[src/rtl/dma_ahb_pkg.sv]
// rtl/dma_ahb_pkg.sv - shared types and constants for the DMA AHB channel scheduler
package dma_ahb_pkg;

  localparam int ADDR_W  = 32;
  localparam int BNUM_W  = 16;
  localparam int BURST_W = 5;

  localparam logic [BURST_W-1:0] BURST_SINGLE = 5'd1;
  localparam logic [BURST_W-1:0] BURST_INC4   = 5'd4;
  localparam logic [BURST_W-1:0] BURST_INC8   = 5'd8;
  localparam logic [BURST_W-1:0] BURST_INC16  = 5'd16;

  typedef enum logic [2:0] {
    ST_IDLE = 3'd0,
    ST_CHK  = 3'd1,
    ST_GO   = 3'd2,
    ST_RUN  = 3'd3,
    ST_REL  = 3'd4
  } sched_state_e;

  // A zero-length or zero-burst descriptor is silently ignored by the master,
  // so it must be bounced here or the scheduler would wait forever.
  function automatic logic desc_reject(input logic [BNUM_W-1:0]  bnum,
                                       input logic [BURST_W-1:0] burst);
    return (bnum == '0) || (burst == '0);
  endfunction

endpackage

[src/rtl/dma_ahb_rr_arb.sv]
// rtl/dma_ahb_rr_arb.sv - round-robin arbiter with last-grant pointer
module dma_ahb_rr_arb #(
  parameter int NCH = 4,
  parameter int CHW = 2
) (
  input  logic           HCLK,
  input  logic           HRESETn,
  input  logic [NCH-1:0] req_i,
  input  logic           advance_i,
  output logic [NCH-1:0] gnt_o,
  output logic [CHW-1:0] gnt_idx_o,
  output logic [CHW-1:0] last_o
);

  logic [CHW-1:0] last_q;
  logic [CHW-1:0] last_d;

  // Search upward from the channel after the last winner, wrapping past NCH-1.
  always_comb begin
    int             c;
    logic [CHW-1:0] ci;
    logic           found;
    c         = 0;
    ci        = '0;
    found     = 1'b0;
    gnt_o     = '0;
    gnt_idx_o = '0;
    for (int k = 1; k <= NCH; k++) begin
      c = int'(last_q) + k;
      if (c >= NCH) c = c - NCH;
      ci = CHW'(c);
      if (!found && req_i[ci]) begin
        found     = 1'b1;
        gnt_o[ci] = 1'b1;
        gnt_idx_o = ci;
      end
    end
  end

  // The pointer only moves when the owner actually takes the grant.
  always_comb begin
    last_d = last_q;
    if (advance_i) last_d = gnt_idx_o;
  end

  // Pointer register; resets so that channel 0 wins the first arbitration.
  always_ff @(posedge HCLK or negedge HRESETn) begin
    if (!HRESETn) last_q <= CHW'(NCH - 1);
    else          last_q <= last_d;
  end

  assign last_o = last_q;

endmodule

[src/rtl/dma_ahb_chan_sched.sv]
// rtl/dma_ahb_chan_sched.sv - multi-channel scheduler in front of a single-channel DMA AHB master
module dma_ahb_chan_sched
  import dma_ahb_pkg::*;
#(
  parameter int NCH = 4,
  parameter int CHW = 2
) (
  input  logic                   HRESETn,
  input  logic                   HCLK,
  input  logic                   EN,
  input  logic [NCH-1:0]         req_vld,
  output logic [NCH-1:0]         req_rdy,
  input  logic [NCH*ADDR_W-1:0]  req_src,
  input  logic [NCH*ADDR_W-1:0]  req_dst,
  input  logic [NCH*BNUM_W-1:0]  req_bnum,
  input  logic [NCH*BURST_W-1:0] req_burst,
  output logic [NCH-1:0]         cmp_vld,
  output logic                   cmp_err,
  output logic                   sched_busy,
  output logic [CHW-1:0]         cur_chan,
  output logic                   DMA_EN,
  output logic                   DMA_GO,
  output logic [ADDR_W-1:0]      DMA_SRC,
  output logic [ADDR_W-1:0]      DMA_DST,
  output logic [BNUM_W-1:0]      DMA_BNUM,
  output logic [BURST_W-1:0]     DMA_BURST,
  input  logic                   DMA_BUSY,
  input  logic                   DMA_DONE
);

  sched_state_e         state_q;
  logic                 en_q;
  logic                 go_q;
  logic                 busy_q;
  logic [NCH-1:0]       cmp_vld_q;
  logic                 cmp_err_q;
  logic [ADDR_W-1:0]    src_q;
  logic [ADDR_W-1:0]    dst_q;
  logic [BNUM_W-1:0]    bnum_q;
  logic [BURST_W-1:0]   burst_q;

  logic [NCH-1:0]       arb_req;
  logic [NCH-1:0]       arb_gnt;
  logic [CHW-1:0]       arb_idx;
  logic [CHW-1:0]       last_grant;
  logic                 arb_open;
  logic                 grant;
  logic [NCH-1:0]       cur_onehot;

  logic [ADDR_W-1:0]    sel_src;
  logic [ADDR_W-1:0]    sel_dst;
  logic [BNUM_W-1:0]    sel_bnum;
  logic [BURST_W-1:0]   sel_burst;

  // A channel whose completion is pulsing this cycle is kept out of arbitration,
  // so req_rdy and cmp_vld never coincide on the same channel.
  assign arb_req  = req_vld & ~cmp_vld_q;

  // Grants only while idle, enabled on both sides of the DMA_EN register, and
  // with the master back in its ready state.
  assign arb_open = (state_q == ST_IDLE) && EN && en_q && !DMA_DONE;
  assign grant    = arb_open && (arb_gnt != '0);
  assign req_rdy  = arb_open ? arb_gnt : '0;

  dma_ahb_rr_arb #(
    .NCH (NCH),
    .CHW (CHW)
  ) u_arb (
    .HCLK      (HCLK),
    .HRESETn   (HRESETn),
    .req_i     (arb_req),
    .advance_i (grant),
    .gnt_o     (arb_gnt),
    .gnt_idx_o (arb_idx),
    .last_o    (last_grant)
  );

  // The pointer is updated on every grant, so it always names the channel in flight.
  assign cur_onehot = NCH'(1) << last_grant;
  assign cur_chan   = busy_q ? last_grant : '0;

  // Pick the winning channel's descriptor fields out of the flattened buses.
  always_comb begin
    sel_src   = '0;
    sel_dst   = '0;
    sel_bnum  = '0;
    sel_burst = '0;
    for (int i = 0; i < NCH; i++) begin
      if (arb_idx == CHW'(i)) begin
        sel_src   = req_src[i*ADDR_W +: ADDR_W];
        sel_dst   = req_dst[i*ADDR_W +: ADDR_W];
        sel_bnum  = req_bnum[i*BNUM_W +: BNUM_W];
        sel_burst = req_burst[i*BURST_W +: BURST_W];
      end
    end
  end

  // Scheduler FSM with registered GO/EN/busy/completion outputs and descriptor latch.
  always_ff @(posedge HCLK or negedge HRESETn) begin
    if (!HRESETn) begin
      state_q   <= ST_IDLE;
      en_q      <= 1'b0;
      go_q      <= 1'b0;
      busy_q    <= 1'b0;
      cmp_vld_q <= '0;
      cmp_err_q <= 1'b0;
      src_q     <= '0;
      dst_q     <= '0;
      bnum_q    <= '0;
      burst_q   <= '0;
    end else begin
      en_q      <= EN;
      cmp_vld_q <= '0;
      cmp_err_q <= 1'b0;
      if (!EN) begin
        // Dropping EN also resets the master through DMA_EN; whatever was in
        // flight is reported as aborted.
        go_q    <= 1'b0;
        state_q <= ST_IDLE;
        if (busy_q) begin
          cmp_vld_q <= cur_onehot;
          cmp_err_q <= 1'b1;
          busy_q    <= 1'b0;
        end
      end else begin
        case (state_q)
          ST_IDLE: begin
            if (grant) begin
              src_q   <= sel_src;
              dst_q   <= sel_dst;
              bnum_q  <= sel_bnum;
              burst_q <= sel_burst;
              busy_q  <= 1'b1;
              state_q <= ST_CHK;
            end
          end
          ST_CHK: begin
            if (desc_reject(bnum_q, burst_q)) begin
              cmp_vld_q <= cur_onehot;
              cmp_err_q <= 1'b1;
              busy_q    <= 1'b0;
              state_q   <= ST_IDLE;
            end else begin
              go_q    <= 1'b1;
              state_q <= ST_GO;
            end
          end
          ST_GO: begin
            // A very short transfer may finish before BUSY is ever seen.
            if (DMA_BUSY || DMA_DONE) state_q <= ST_RUN;
          end
          ST_RUN: begin
            if (DMA_DONE) begin
              go_q    <= 1'b0;
              state_q <= ST_REL;
            end
          end
          ST_REL: begin
            // Completion is only reported once the master is ready again.
            if (!DMA_DONE) begin
              cmp_vld_q <= cur_onehot;
              busy_q    <= 1'b0;
              state_q   <= ST_IDLE;
            end
          end
          default: state_q <= ST_IDLE;
        endcase
      end
    end
  end

  assign cmp_vld    = cmp_vld_q;
  assign cmp_err    = cmp_err_q;
  assign sched_busy = busy_q;
  assign DMA_EN     = en_q;
  assign DMA_GO     = go_q;
  assign DMA_SRC    = src_q;
  assign DMA_DST    = dst_q;
  assign DMA_BNUM   = bnum_q;
  assign DMA_BURST  = burst_q;

endmodule

[config.mk]
export PLATFORM = sky130hd
export DESIGN_NAME = dma_ahb_chan_sched
export DESIGN_NICKNAME = d
export VERILOG_FILES = /design/src/rtl/dma_ahb_pkg.sv /design/src/rtl/dma_ahb_rr_arb.sv /design/src/rtl/dma_ahb_chan_sched.sv
export SDC_FILE = /design/constraint.sdc
export NUM_CORES = 1
export LEC_CHECK = 0
export BUFFER_PORTS_ARGS = -buffer_cell sky130_fd_sc_hd__buf_2
export CAP_MARGIN = 20
export CORE_AREA = 3 3 172 174
export DETAILED_ROUTE_END_ITERATION = 16
export DIE_AREA = 0 0 175 177
export PLACE_DENSITY = 0.54
export SYNTH_ARGS = -nofsm -noshare
export SYNTH_HDL_FRONTEND = slang
export SYNTH_SLANG_ARGS = --single-unit
[constraint.sdc]
create_clock -name HCLK -period 9.4 [get_ports HCLK]
set_input_delay 0 -clock HCLK [delete_from_list [all_inputs] [get_ports HCLK]]
set_output_delay 0 -clock HCLK [all_outputs]
set_load 0.005 [all_outputs]
## After elaboration in Yosys (flattened, before gate mapping)

Cells that the tools add are included.

- Add/sub/neg operators: 8
- $lt $le $gt $ge: 12
- Eq/ne operators: 15
- Shifts and indexed selects: 1
- Muxes and demuxes: 74
- Bitwise logic cells: 5
- Reductions and logical operators: 26

Operators with widths:

| kind | count |
|---|---|
| 2-to-1 mux 32 bit | 8 |
| 2-to-1 mux 16 bit | 4 |
| 2-to-1 mux 4 bit | 9 |
| 2-to-1 mux 1 bit | 22 |
| 2-to-1 mux 2 bit | 10 |
| 2-to-1 mux 5 bit | 4 |
| inequality test 3 bit, second input constant | 6 |
| logical NOT 16 bit | 1 |
| 2-to-1 mux 3 bit | 5 |
| case mux 3 bit (5 select lines) | 1 |
| less-than comparator 2 x 3 -> 1 bit, second input constant | 4 |
| OR 4 bit | 3 |
| logical AND 1 bit | 11 |
| greater-or-equal comparator 3 bit, second input constant | 3 |
| binary-select mux 1 bit (select 2 bit) | 4 |
| demux 1 bit (select 2 bit) | 4 |
| greater-or-equal comparator 2 x 1 -> 1 bit, second input constant | 4 |
| case mux 4 bit (2 select lines) | 1 |
| AND reduction 4 bit | 2 |
| subtractor 2 x 1 -> 2 bit, second input constant | 4 |
| adder 2 x 2 -> 3 bit, second input constant | 2 |
| equality test 3 x 2 -> 1 bit, second input constant | 2 |
| AND reduction 3 bit | 2 |
| logical NOT 5 bit | 1 |
| 19 further kinds | 24 |

- Bits in registers: 98

## Depth between registers and ports, before layout

Gate-level depths: netlist of the first run.

- Depth in word-level cells: 20
- Gate-level depth with buffers: 13
- Depth with buffers taken out: 8

## Modules after synthesis

From an unflattened synthesis of the first run, not the netlist that was laid out.

- Cell total of the unflattened synthesis: 410
- Area total of the unflattened synthesis: 6387.4 um^2

Modules (own cells, without submodules):

| module | times used | cells each | area each (um^2) |
|---|---|---|---|
| dma_ahb_chan_sched | 1 | 353 | 5801.8 |
| dma_ahb_rr_arb | 1 | 57 | 585.6 |

## Worst setup path before layout of the first run

Ideal clock, no wire load.

- Path type: register to register
- From: register u_arb.last_q[0] (netlist: u_arb.last_o[0])
- To: register dst_q[30] (netlist: DMA_DST[30])
- Setup time: 0.128 ns
- Data arrival time: 3.368 ns
- Slack: 5.904 ns
- Cell stages (with the launch flop): 13
- Path buffers: 4
- Cell sequence: dfstp_2 > buf_2 > inv_1 > ha_1 > buf_2 > mux4_2 > a21oi_1 > a22o_1 > a221oi_2 > a41oi_2 > buf_4 > buf_4 > mux2_1

- Word-level cells in the longest chain between the ends: 20

RTL lines:

| item | RTL line | text |
|---|---|---|
| start, declared | dma_ahb_rr_arb.sv:15 | `logic [CHW-1:0] last_q;` |
| start signal, assigned | dma_ahb_rr_arb.sv:48 | `if (!HRESETn) last_q <= CHW'(NCH - 1);` |
| start signal, assigned | dma_ahb_rr_arb.sv:49 | `else last_q <= last_d;` |
| parallel branches: the longest is 20 deep, another holds adder 2 x 1 -> 3 bit | n/a |  |
| end signal, assigned | dma_ahb_chan_sched.sv:130 | `dst_q <= sel_dst;` |
| end, declared | dma_ahb_chan_sched.sv:38 | `logic [ADDR_W-1:0] dst_q;` |

Parallel ways; which one is timed is not known. The select of a mux whose other input is x is not followed.
A chain may end at the register's enable or synchronous reset.

## Worst setup path after layout of the first run

- From: register u_arb.last_q[0] (netlist: u_arb.last_o[0])
- To: register src_q[4] (netlist: DMA_SRC[4])

- Word-level cells in the longest chain between the ends: 20

RTL lines:

| item | RTL line | text |
|---|---|---|
| parallel branches: the longest is 20 deep, another holds adder 2 x 1 -> 3 bit | n/a |  |
| end signal, assigned | dma_ahb_chan_sched.sv:129 | `src_q <= sel_src;` |
| end, declared | dma_ahb_chan_sched.sv:37 | `logic [ADDR_W-1:0] src_q;` |

Parallel ways; which one is timed is not known. The select of a mux whose other input is x is not followed.

==> results of run 1 <==
-- critical path, stage by stage (launching register included) --
cell and delay (ns):
dfstp_2 0.73, inv_1 0.20, ha_1 0.44, mux4_2 0.45, o221a_4 0.74, buf_4 0.84, mux2i_1 0.29, mux2i_1 0.13
mux2_1 0.32
-- per-stage QoR --
step / setup slack [ns] / hold WS (ns) / std cells / area (sq um) / power [mW]
finish: 5.076 / 0.06016 / 1398 / 9889 / 2.855
global route: 4.796 / 0.05160 / 1398 / 9889 / 3.074
CTS: 4.922 / 0.04006 / 1397 / 9862 / 2.915
detailed placement: 4.957 / 0.03684 / 1378 / 9537 / 2.516
global placement: 5.022 / 0.03529 / 1378 / 9537 / 2.498
floorplan: 5.904 / -0.2956 / 585 / 6919 / 1.926
-- where the power goes --
part / switching, mW / leakage (nW) / total (mW) / internal [mW]
Sequential: 0.144 / 1.19 / 0.770 / 0.627
Clock: 0.167 / 0.137 / 0.376 / 0.209
Combinational: 0.854 / 3.98 / 1.71 / 0.855
Total: 1.16 / 5.31 / 2.86 / 1.69
-- layer usage --
| layer | part of all wire | wire length (microns) | vias to the layer above | GRT usage |
|---|---|---|---|---|
| met5 | 0 | 0 | - | 0 |
| li1 | - | - | 3043 | - |
| met1 | 0.41 | 9946 | 2999 | 0.1800 |
| met4 | 0.020 | 485 | 0 | 0.04355 |
| met2 | 0.52 | 12660 | 219 | 0.2663 |
| met3 | 0.052 | 1263 | 29 | 0.02831 |
-- area by class of cell --
| type | count | area share |
|---|---|---|
| Timing Repair Buffer | 458 | 0.2376 |
| Tap cell | 378 | 0.04782 |
| Multi-Input combinational cell | 443 | 0.4346 |
| Sequential cell | 98 | 0.2482 |
| Inverter | 5 | 0.001898 |
| Clock inverter | 5 | 0.006326 |
| Clock buffer | 11 | 0.02353 |
-- sequential cells by signal, indices dropped and copies added (netlist names) --
name / count
cmp_vld: 4
DMA_EN: 1
DMA_BNUM: 16
DMA_GO: 1
sched_busy: 1
DMA_SRC: 32
state_q: 3
DMA_BURST: 5
DMA_DST: 32
u_arb.last_o: 2
cmp_err: 1
-- final timing paths --
kind / slack (ns) / to / cells after the start / from
worst min-delay path: 0.06 / DMA_DST[23] / 4 / req_dst[23]
worst max-delay path: 5.08 / DMA_SRC[4] / 8 / u_arb.last_o[0]
min in group asynchronous: 0.21 / DMA_SRC[23] / 2 / HRESETn
max in group asynchronous: 7.99 / DMA_DST[11] / 3 / HRESETn
worst min register to register: 0.48 / DMA_SRC[4] / 1 / DMA_SRC[4]
worst max register to register: 5.08 / DMA_SRC[4] / 8 / u_arb.last_o[0]
-- layout by cell type (no fill, tap or decap), drive strengths merged, types with 7 or more instances in the layout --
master	n
mux2i	257
mux2	88
nor3	7
dfrtp	96
clkbuf	11
a21oi	7
nor2	12
buf	455
inv	7
ha	8
-- logic make-up after synthesis --
| kind of cell | Yosys count |
|---|---|
| flip-flops | 98 |
| multiplexers | 346 |
| AND/OR/NAND/NOR | 55 |
| adder cells (fa/ha/maj) | 8 |
| buffers and inverters | 44 |
| AO/OA/AOI/OAI | 34 |
==> out/results.tsv, run 1 <==
metric	value	unit
antenna fix cells	0	
Die Ht	177	microns
Final nets	1372	
wire per inst	17.43	microns
number of synthesized flops with an enable pin	0	
die width	175	microns
Max-Cap Viols	0	
share of cells above drive strength 1	0.4725	
CP Data Arrival Time	4.54	ns
share of Yosys cell area claimed by the top area cell type	0.3718	
Area contributors post-synth	mux2i_1 37%, dfrtp_1 35%, mux2_1 14%, buf_2 1.6%, ha_1 1.4%	
Max IR drop VDD	0.1856	mV
Post-Syn Instances	585	
Final Core Density	0.3540	
gr usage total	0.1481	
area of the die	30980	sq um
Overflow after GRT	0	
aggregate routed wire length	24360	microns
CP Capture Type	register	
Synth top cells by count	257 x mux2i_1, 96 x dfrtp_1, 87 x mux2_1, 22 x buf_2, 12 x nor2_1	
Post-synth top flop	dfrtp_1	
Static Leakage	5.308	nW
H-tree levels	3	
Max Fclk	231.3	MHz
RD Place Congestion	0.8440	
Post-DRT Antenna Nets	0	
Root Driver	clkbuf_16	
Synth Area in Adders	0.01447	
drt first pass iters	4	
Post-CTS Resized	0	
Seq/Total Area, Yosys	0.3548	
status	completed	
Hold Crit Class	input port to register	
post-CTS setup repair buffer count	0	
Post-DP HPWL	19910	microns
I/O pin count	448	
syn nets	942	
residual DRC count	0	
WS Path Type	register to register	
most frequent cell after synthesis	mux2i_1	
Filler Cell Count	2939	
clock skew	0.008232	ns
Synth Area in Compound Gates	0.03996	
IO buf count	447	
Pwr Density	288.7	nW/um^2
worst path required time	9.62	ns
synthesized area per cell	11.83	sq um
vias in the first global route	6479	
initial core utilization	0.2477	
CP Launch Type	register	
Yosys top cell by area	mux2i_1	
final setup violation count	0	
DR iter-0 viols	213	
Post-Syn Area	6919	sq um
CTS Buf Count	9	
initial antenna violation count	0	
worst-margin pin slew	0.9665	ns
via count	6290	
Core Area	27930	sq um
Simple-Gate Fraction of Synth Area	0.04304	
RSZ-0062 raised after global routing	false	
FF/Latch Area	2455	sq um
synthesis-to-layout area growth	42.93	%
Final min period	4.324	ns
site row count	61	
Yosys cell types	42	
Final Hold Viols	0	
Hold-fix buffers, CTS	3	
largest family of logic cells by synthesized area	multiplexers	
fin crit share	0.4600	
first-pass GRT wire length	35870	microns
relative slew slack	0.3557	
Vias/cell	4.499	
post-synthesis mux area share	0.5183	
area of the multi-input gates	4298	sq um
clk buf depth	2	
pin count of the biggest net entering global routing	71	
Max Slew Vio Count	0	
critical path fanouts, max	61	
register bit total from synthesis	98	
clock sink total	98	
post-synthesis xor/xnor area fraction	0	
post-route setup TNS	0	ns
CTS tree	built	
ys async rst share	1.000	
clock latency at the later pin of the worst-skew pair	0.34	ns
clock-pin slew on the worst setup and hold paths	0.07	ns
synth warn	0	
Note: power is estimated with default switching activity, not from simulation.
==> inputs of run 2 (changes only) <==
--- a/config.mk
+++ b/config.mk
@@ -7,10 +7,10 @@
 export LEC_CHECK = 0
 export BUFFER_PORTS_ARGS = -buffer_cell sky130_fd_sc_hd__buf_2
 export CAP_MARGIN = 20
-export CORE_AREA = 3 3 172 174
+export CORE_AREA = 3 3 173 175
 export DETAILED_ROUTE_END_ITERATION = 16
-export DIE_AREA = 0 0 175 177
-export PLACE_DENSITY = 0.54
+export DIE_AREA = 0 0 176 178
+export PLACE_DENSITY = 0.55
 export SYNTH_ARGS = -nofsm -noshare
 export SYNTH_HDL_FRONTEND = slang
 export SYNTH_SLANG_ARGS = --single-unit
==> constraint.sdc (replaced) <==
create_clock -name HCLK -period 3.7 [get_ports HCLK]
set_input_delay 0 -clock HCLK [delete_from_list [all_inputs] [get_ports HCLK]]
set_output_delay 0 -clock HCLK [all_outputs]
set_load 0.005 [all_outputs]
==> run 2 against run 1 <==
Net effect: sequential cell count stayed put; clock power grew to 2.6 times the previous value; hold slack worse by 0.0017 ns; clock-buffer cell count is 2 lower; cell count is 1.6% higher; combinational power grew to 2.7 times the previous value; clock skew is 0.0042 ns higher; sequential share of layout area is 0.50 points lower; total power grew to 2.6 times the previous value; core utilization is 0.15 points lower; wire length is 2.9% lower; maximum frequency is 28% higher; critical path type unchanged.
==> out/results.tsv, run 2 (same netlist as run 1, synthesis figures left out) <==
metric	value	unit	change
H-tree levels	3		unchanged
worst path required time	3.93	ns	-5.69 ns
Vias/cell	4.431		-1.5%
I/O pin count	448		unchanged
WHS Endpoint	DMA_SRC[12]		
fin crit share	0.9111		+0.4511
Core Area	28630	sq um	+2.5%
CP Launch Type	register		
WS Path Type	register to register		
Post-DRT Antenna Nets	0		unchanged
clock latency at the later pin of the worst-skew pair	0.35	ns	about the same
CP Capture Type	register		
clock skew	0.01239	ns	+0.004162 ns
die width	176	microns	+0.57%
hold slack	0.05845	ns	-0.001706 ns
wire length on met1	9575	microns	-3.7%
IO buf count	447		unchanged
first-pass GRT wire length	34730	microns	-3.2%
worst r2r dst	DMA_BURST[4]		
initial core utilization	0.2417		-0.005976
final setup violation count	0		unchanged
wire per inst	16.64	microns	-4.5%
crit path cell chain	inv_2 > ha_1 > mux4_2 > a21oi_1 > a22o_1 > a221oi_2 > a41oi_4 > buf_12 > mux2_1		
aggregate routed wire length	23650	microns	-2.9%
antenna fix cells	0		unchanged
Hold Crit Class	input port to register		
fin area	10090	sq um	+2.0%
gr usage total	0.1416		-0.006532
metal3 WL	1310	microns	+3.7%
CTS tree	built		
Final Core Density	0.3526		-0.001461
vias in the first global route	6431		-0.74%
Post-DP HPWL	19450	microns	-2.3%
Hold Crit Depth	4		unchanged
Setup WS pre-CTS	0.3344	ns	-4.623 ns
initial antenna violation count	0		unchanged
worst flop-to-flop path startpoint	u_arb.last_o[1]		
Root Driver	clkbuf_16		
routed length on met2	12360	microns	-2.4%
Pwr Density	745.3	nW/um^2	+160%
Post-DP Area	9754	sq um	+2.3%
cell with the largest stage delay on the worst path	dfstp_2		
status	completed		
CP Data Arrival Time	3.60	ns	-0.94 ns
area of the die	31330	sq um	+1.1%
share of cells above drive strength 1	0.4831		+0.01058
Max Slew Vio Count	0		unchanged
PnR worst setup slack	0.3288	ns	-4.747 ns
post-CTS setup repair buffer count	0		unchanged
CTS Buf Count	9		unchanged
worst-margin pin slew	0.9679	ns	+0.001407 ns
commonest non-fill, non-tap cell in the layout	buf_2		
most frequent cells in the layout	446 x buf_2, 257 x mux2i_1, 96 x dfrtp_1, 87 x mux2_1, 20 x buf_4		
relative slew slack	0.3547		-0.0009380
Static Leakage	5.415	nW	+2.0%
post-route setup TNS	0	ns	unchanged
Die Ht	178	microns	+0.56%
residual DRC count	0		unchanged
clock-pin slew on the worst setup and hold paths	0.08	ns	about the same
Final nets	1389		+1.2%
RD Place Congestion	0.8672		+2.7%
site row count	62		+1.6%
clk buf depth	2		unchanged
Crit path largest cell delay	0.64	ns	-0.20 ns
Max IR drop VDD	0.3002	mV	+62%
top sig layer	met4		
Max-Cap Viols	0		unchanged
RSZ-0062 raised after global routing	false		
pin count of the biggest net entering global routing	73		+2.8%
Hold-fix buffers, CTS	3		unchanged
R2R setup slack	0.33	ns	-4.75 ns
Overflow after GRT	0		unchanged
critical path fanouts, max	46		-25%
drt first pass iters	4		unchanged
synthesis-to-layout area growth	45.86	%	
Max Fclk	296.6	MHz	+28%
R2R cell count	9		+1
clock sink total	98		unchanged
DR iter-0 viols	211		-0.94%
Final min period	3.371	ns	-0.9526 ns
Worst Hold Launch	req_src[12]		
Final Hold Viols	0		unchanged
via count	6296		+0.095%
Post-CTS Resized	0		unchanged
-- run 2: changes by cell type in the layout (fill, tap and decap cells not counted) --
cell,change
buf_4,+12
buf_12,+6
clkbuf_1,-2
buf_16,-1
inv_6,+1
inv_8,+1
-- run 2: worst max-delay path, delay by kind of cell, from the launching register on --
| kind | cells | cell delay [ns] |
|---|---|---|
| buffers and inverters | 2 | 0.42 |
| flip-flops | 1 | 0.64 |
| adder cells (fa/ha/maj) | 1 | 0.34 |
| AO/OA/AOI/OAI | 4 | 0.88 |
| multiplexers | 2 | 0.93 |
-- run 2: worst max-delay path by stage --
stage | start | end | slack [ns] | cells past startpoint
5_1_grt | u_arb.last_o[1] | DMA_BNUM[14] | 0.10 | 9
3_5_place_dp | u_arb.last_o[1] | DMA_SRC[7] | 0.33 | 9
2_1_floorplan | u_arb.last_o[0] | DMA_DST[30] | 0.20 | 12
4_1_cts | u_arb.last_o[1] | DMA_SRC[5] | 0.32 | 9
6_report | u_arb.last_o[1] | DMA_BURST[4] | 0.33 | 9
3_3_place_gp | u_arb.last_o[1] | DMA_BURST[4] | 0.44 | 9
-- run 2: cell type report --
| type | instances | area [sq um] |
|---|---|---|
| clock buffer | 9 | 225.2 |
| clock inverter | 7 | 82.58 |
| fill | 2956 | 18530 |
| inverter | 5 | 18.77 |
| multi-input combinational | 443 | 4298 |
| sequential | 98 | 2455 |
| tap | 384 | 480.5 |
| timing repair buffer | 475 | 2532 |
-- run 2: where the power goes --
group | total (mW) | leakage, nW | switching [mW] | internal, mW
logic | 4.62 | 4.08 | 2.28 | 2.33
registers | 1.91 | 1.19 | 0.321 | 1.59
clock network | 0.995 | 0.145 | 0.457 | 0.538
total | 7.52 | 5.41 | 3.06 | 4.46
-- run 2: metrics by stage --
stage                     instances  total power, mW
after detailed placement       1402            6.646
after global routing           1421            8.114
after global placement         1402            6.561
after floorplan                 585            4.893
after CTS                      1421            7.680
final                          1421            7.522
-- run 2: routing by layer --
metal | global-route usage | vias up
met5 | 0 | -
met4 | 0.03860 | 0
met3 | 0.02767 | 16
met2 | 0.2541 | 221
met1 | 0.1732 | 2978
li1 | - | 3081
==> inputs of run 3 (changes only) <==
--- a/config.mk
+++ b/config.mk
@@ -11,6 +11,7 @@
 export DETAILED_ROUTE_END_ITERATION = 16
 export DIE_AREA = 0 0 176 178
 export PLACE_DENSITY = 0.55
+export RECOVER_POWER = 100
 export SYNTH_ARGS = -nofsm -noshare
 export SYNTH_HDL_FRONTEND = slang
 export SYNTH_SLANG_ARGS = --single-unit
==> run 3 against run 2 <==
Net effect: the flow now finishes with violations (max-capacitance violations, max-slew violations); setup slack better by 0.0016 ns; sequential cell count did not move; cell area decreased by 1.2%; die area unchanged; clock-buffer cell count is the same; wire length hardly changed; critical path type unchanged; highest routed layer unchanged.
==> out/results.tsv, run 3 (same netlist as run 1, synthesis figures left out) <==
metric	value	unit	change
Vias/cell	4.430		about the same
I/O pin count	448		unchanged
Final min period	3.370	ns	-0.001625 ns
violated checks	max-capacitance violations, max-slew violations		
synthesis-to-layout area growth	44.16	%	
share of cells above drive strength 1	0.3954		-0.08775
initial antenna violation count	0		unchanged
gr usage total	0.1416		unchanged
CP Capture Type	register		
first-pass GRT wire length	34730	microns	unchanged
Worst Setup SP	u_arb.last_o[1]		
CTS tree	built		
Final Hold Viols	0		unchanged
post-CTS setup repair buffer count	0		unchanged
PnR worst setup slack	0.3305	ns	+0.001625 ns
Post-DP HPWL	19450	microns	unchanged
H-tree levels	3		unchanged
Max-Cap Viols	1		+1
area of the die	31330	sq um	unchanged
drt first pass iters	4		unchanged
Hold Crit Class	input port to register		
Max Slew Vio Count	73		+73
die width	176	microns	unchanged
WS Path Type	register to register		
Worst Hold Launch	req_src[12]		
total power	7.418	mW	-1.4%
clock skew	0.01202	ns	-0.0003694 ns
CP Data Arrival Time	3.59	ns	about the same
clk buf depth	2		unchanged
CP Launch Type	register		
site row count	62		unchanged
Pwr Density	743.7	nW/um^2	-0.22%
IO buf count	447		unchanged
RD Place Congestion	0.8672		unchanged
commonest non-fill, non-tap cell in the layout	buf_2		
clock-pin slew on the worst setup and hold paths	0.08	ns	about the same
worst path required time	3.93	ns	about the same
clock latency at the later pin of the worst-skew pair	0.35	ns	about the same
Final nets	1389		unchanged
Final Non-Filler Cells	1421		unchanged
via count	6295		-0.016%
aggregate routed wire length	23650	microns	about the same
vias in the first global route	6431		unchanged
Root Driver	clkbuf_16		
DP Cell Count	1402		unchanged
critical path fanouts, max	43		-6.5%
antenna fix cells	0		unchanged
RSZ-0062 raised after global routing	false		
final setup violation count	0		unchanged
Max Fclk	296.8	MHz	about the same
Max IR drop VDD	0.3002	mV	about the same
DR iter-0 viols	242		+15%
Static Leakage	5.135	nW	-5.2%
Die Ht	178	microns	unchanged
Post-DRT Antenna Nets	0		unchanged
Overflow after GRT	0		unchanged
Final Core Density	0.3485		-0.004109
Core Area	28630	sq um	unchanged
residual DRC count	0		unchanged
CTS Buf Count	9		unchanged
worst-margin pin slew	1.904	ns	+0.9358 ns
Setup WS pre-CTS	0.3344	ns	unchanged
Filler Cell Count	2972		+0.54%
pin count of the biggest net entering global routing	73		unchanged
clock sink total	98		unchanged
status	complete, but fails checks		
most frequent cells in the layout	356 x buf_2, 257 x mux2i_1, 96 x dfrtp_1, 90 x clkbuf_1, 88 x mux2_1		
initial core utilization	0.2417		unchanged
wire per inst	16.64	microns	about the same
worst flop-to-flop path startpoint	u_arb.last_o[1]		
relative slew slack	-0.2691		-0.6239
post-route setup TNS	0	ns	unchanged
fin crit share	0.9107		about the same
Post-CTS Resized	0		unchanged
==> run 3: cell types whose count changed in the layout (fill, tap and decap cells not counted), sizes merged <==
cell / change
clkbuf: +92
buf: -92
==> run 3: path summary, 6_finish.rpt <==
path                       slack, ns     endpoint  depth (start not counted)
setup / recovery                0.33   DMA_DST[1]                          9
hold / removal                  0.06  DMA_SRC[12]                          4
setup reg to reg                0.33   DMA_DST[1]                          9
hold reg to reg                 0.48  DMA_SRC[26]                          1
max in group asynchronous       1.42   DMA_SRC[5]                          3
min in group asynchronous       0.70  DMA_BNUM[2]                          2
==> run 3: what timing repair did <==
action	CTS	global route
hold buffers	3	0
endpoints found under the hold margin	74	0
endpoints found under the setup margin	0	0
==> run 3: area by class of cell <==
cell class | count | area, sq um | share of cell area
inverter | 5 | 18.77 | 0.001882
tap | 384 | 480.5 | 0.04817
timing repair buffer | 475 | 2415 | 0.2421
multi-input combinational | 443 | 4298 | 0.4309
sequential | 98 | 2455 | 0.2461
clock buffer | 9 | 225.2 | 0.02258
clock inverter | 7 | 82.58 | 0.008279
==> run 3: per-stage QoR <==
stage / hold slack (ns) / cell area [sq um]
floorplan: -0.2956 / 6919
CTS: 0.04089 / 10090
global placement: 0.2131 / 9754
global route: 0.05981 / 9975
detailed placement: 0.2139 / 9754
finish: 0.05908 / 9975
==> run 3: report_power, final <==
group | total [mW] | switching (mW) | internal (mW)
registers | 1.93 | 0.334 | 1.59
clock network | 0.997 | 0.460 | 0.538
logic | 4.50 | 2.28 | 2.21
total | 7.42 | 3.08 | 4.34
==> run 3: critical path, stage by stage, from the launching register on <==
cell	delay (ns)
dfstp_2	0.64
inv_2	0.14
ha_1	0.34
mux4_2	0.58
a21oi_1	0.29
a22o_1	0.20
a221oi_2	0.06
a41oi_4	0.33
buf_12	0.28
mux2_1	0.35
==> run 3: layer usage <==
layer	track usage	share of wire	vias to the layer above
met2	0.2541	0.52	226
met5	0	0	-
met1	0.1732	0.41	2971
met4	0.03860	0.019	0
met3	0.02767	0.052	18
li1	-	-	3080
